### config.mk
export PLATFORM = sky130hd
export DESIGN_NAME = ttl_updn_counter_ireg
export DESIGN_NICKNAME = d
export VERILOG_FILES = /design/src/rtl/ttl_updn_counter_ireg.sv
export SDC_FILE = /design/constraint.sdc
export NUM_CORES = 1
export LEC_CHECK = 0
export CORE_MARGIN = 4
export CORE_UTILIZATION = 30
export CTS_CLUSTER_DIAMETER = 50
export DETAILED_ROUTE_END_ITERATION = 10
export SLEW_MARGIN = 20
export SYNTH_ARGS = -nofsm -noshare
export SYNTH_HDL_FRONTEND = slang
export SYNTH_SLANG_ARGS = --single-unit
### constraint.sdc
create_clock -name cck -period 2.8 [get_ports cck]
set_input_delay 0.56 -clock cck [delete_from_list [all_inputs] [get_ports cck]]
set_output_delay 0.56 -clock cck [all_outputs]
set_load 0.01 [all_outputs]
### src/rtl/ttl_updn_counter_ireg.sv
// Parametrised up/down binary counter fed from a parallel input register, with cascade enable and ripple carry.
// Latency: in->ireg 1 cycle, ireg->cnt 1 cycle (2 cycles in->cnt); rco is combinational from cnt, cent and up.
// Backpressure: none; counting stalls while ccken is high or cent is low, and loads and holds never drop state.
module ttl_updn_counter_ireg #(
    parameter int               WIDTH  = 8,
    parameter logic [WIDTH-1:0] MAXVAL = {WIDTH{1'b1}}
) (
    input  logic             cck,
    input  logic             cclr,
    input  logic             rcken,
    input  logic [WIDTH-1:0] in,
    input  logic             cload,
    input  logic             ccken,
    input  logic             cent,
    input  logic             up,
    output logic [WIDTH-1:0] cnt,
    output logic [WIDTH-1:0] ireg,
    output logic             rco
);

    logic             at_zero;
    logic             at_or_above_max;
    logic             at_max;
    logic             terminal;
    logic [WIDTH-1:0] cnt_step;

    assign at_zero         = (cnt == '0);
    assign at_max          = (cnt == MAXVAL);
    // A loaded value above the modulus must still wrap to zero on the next up count.
    assign at_or_above_max = (cnt >= MAXVAL);

    always_comb begin
        cnt_step = cnt;
        if (up) begin
            cnt_step = at_or_above_max ? '0 : cnt + WIDTH'(1);
        end else begin
            cnt_step = at_zero ? MAXVAL : cnt - WIDTH'(1);
        end
    end

    // Terminal count ignores ccken so a stalled stage still enables the next one in a chain.
    assign terminal = up ? at_max : at_zero;
    assign rco      = ~(cent & terminal);

    always_ff @(posedge cck) begin
        if (!cclr) begin
            cnt  <= '0;
            ireg <= '0;
        end else begin
            if (!rcken) begin
                ireg <= in;
            end
            if (!cload) begin
                cnt <= ireg;
            end else if (!ccken && cent) begin
                cnt <= cnt_step;
            end
        end
    end

endmodule

==> reports/results.tsv <==
metric	value	unit
final worst slack	0.164	ns
Sink Count	16	
DP Area	1410	µm²
Synth Net Count	152	
critical path arrival	2.08	ns
DRT antenna net count	0	
R2R Path End	cnt[2]	
pwr dens	389	nW/µm²
WL/cell	13.2	µm
Die Span Y	68.0	µm
Least-Margin Pin Slew	0.559	ns
Nets	182	
most instantiated library cell after synthesis	nor2_1	
largest net degree at the start of global routing	20	
layout overhead on the synthesized area	35.3	%
Netlist cell types	46	
status	completed	
Synth Instances	134	
Fin. Hold Viols	0	
# fillers	389	
number of buffers and inverters on the critical path	2	
worst-case reg-to-reg path depth	8	
share of post-route cells with drive strength above 1	10.5	%
Hold Crit Depth	2	
IO Pins	32	
yosys warns	0	
crit-path leading delay family	buffers and inverters	
Slew Limit Headroom	62.6	%
Final Cycle Share	94.2	%
HP Start	ireg[2]	
slowest CP cell	clkdlybuf4s50_1	
Cell Area, Synth	1080	µm²
HPWL Detailed	2.12	mm
CP required	2.24	ns
Commonest cells post-synth	nor2_1, dfxtp_1, nand2_1	
largest area contributor in the netlist	dfxtp_1	
Seq/Total Area, Yosys	29.7	%
Die ar.	4620	µm²
Max VDD drop	0.000154	V
Die W	68.0	µm
Critical Path Sink Type	output port	
max-cap violations	0	
Initial Utilization	31.6	%
worst clock skew	0.00273	ns
vias	1076	
DR DRC count	0	
Syn Area/Cell	8.05	µm²
RePlAce Congestion	0.849	
Static Leak	0.539	nW
CTS Buffer Depth	2	
startpoint type of the worst setup path	register	
post-synth top area share	29.7	%
flop and latch count out of synthesis	16	
GRT Total Usage	13.5	%
top_reg_cell synth	dfxtp_1	
Port Buffers	31	
Post-CTS Hold Buffers	0	
Setup TNS Final	0	ns
max-slew violations	0	
Max H-tree Level	1	
CP Max Fanout	9	
initial antenna violation count	0	
Worst R2R Setup Slack	0.86	ns
number of synthesized flops with an enable pin	0	
Fmax	379	MHz
Antenna Cells	0	
first-pass GRT wire length	4.78	mm
clock slew at the register clock pins of the worst setup and hold paths	0.08	ns
latest clock arrival within the worst-skew pair	0.27	ns
Overflow after GRT	0	
DRT iter0 DRCs	80	
CTS buffer count	3	
RSZ-0062 raised after global routing	false	
DRT Pass-1 Iters	4	
CTS tree	done	
Setup-failing EPs final	0	
worst-path cell chain	inv_1, ha_1, nor3b_4, nand2_1, nor2_1, o21ai_0, clkdlybuf4s50_1	
Hold EP	cnt[2]	
pre-CTS setup slack	0.172	ns
crit-path max cell delay	0.57	ns
top post-synthesis cells by area	dfxtp_1, mux2i_1, nor2_1	
Crit Path Class	register to output port	
Synth async-reset ratio	0	%
WHS	0.517	ns
RR Startpoint	cnt[1]	
WL final	2.76	mm
Pwr Total	0.567	mW
# rows	21	
vias in the first global route	1032	
clock root buffer	clkbuf_4	
area of the core	3420	µm²
post-DR vias/cell	5.17	
fin area	1460	µm²
HP Class	register to register	
Period minus WS final	2.64	ns
[cell type report]
cell class | instances | area [µm²] | share of cell area, %
multi-input cells | 103 | 696 | 47.7
flip-flops and latches | 16 | 328 | 22.5
well taps | 46 | 57.6 | 3.95
repair buffers | 34 | 333 | 22.8
inverters | 6 | 22.5 | 1.54
clock buffers | 3 | 22.5 | 1.54
[worst max-delay path by stage]
stage | cells after the start | slack, ns | startpoint | endpoint
finish | 7 | 0.16 | cnt[1] | rco
global route | 7 | 0.01 | cnt[0] | rco
CTS | 7 | 0.08 | cnt[0] | rco
detailed placement | 5 | 0.17 | up | rco
global placement | 5 | 0.25 | up | rco
floorplan | 6 | 0.85 | cnt[0] | rco
[report_power, final]
| group | internal (mW) | switching (mW) | total (mW) |
|---|---|---|---|
| sequential | 0.243 | 0.0271 | 0.270 |
| combinational | 0.0996 | 0.0839 | 0.183 |
| clock | 0.0498 | 0.0641 | 0.114 |
| total | 0.392 | 0.175 | 0.567 |
[flip-flops by register name (all words and copies together) (netlist names)]
name,count
cnt,8
ireg,8
[routing by layer]
| metal | vias up | GRT usage (%) | part of all wire [%] |
|---|---|---|---|
| met3 | 2 | 3.45 | 8.4 |
| met5 | - | 0 | 0 |
| met2 | 41 | 20.3 | 44 |
| met4 | 0 | 6.45 | 0.58 |
| li1 | 538 | - | - |
| met1 | 495 | 17.7 | 47 |
[tightest hold or removal path, stage by stage, from the launching register on]
cell	delay, ns
dfxtp_1	0.34
nand3b_1	0.08
o21ai_1	0.06
[cell families after synthesis]
group / after synthesis / synth area share, %
AND/OR/NAND/NOR: 49 / 23.0
AO/OA/AOI/OAI: 37 / 25.2
flip-flops: 16 / 29.7
buffers and inverters: 15 / 6.38
multiplexers: 8 / 7.42
XOR/XNOR: 6 / 4.87
adder cells (fa/ha/maj): 3 / 3.48
[cells in the final DEF, fill, tap and decap left out, types with 4 or more instances in the layout]
master,instances
clkdlybuf4s50_1,31
xnor2_1,4
inv_1,5
dfxtp_1,12
o211ai_1,4
a21oi_1,8
nor2_1,21
nand3_1,6
mux2i_1,8
o21ai_0,6
nand2_1,9
[metrics by stage]
stage,utilization [%],std cells
final,42.7,208
after global routing,42.7,208
after CTS,41.9,206
after detailed placement,41.2,203
after global placement,41.2,203
after floorplan,-,134
[what timing repair did]
action | 4_1_cts | 5_1_grt
endpoints found under the setup margin | 1 | 1
setup buffers | 0 | 2
resized for setup | 2 | 4
Power figures use the tool's default switching activity.
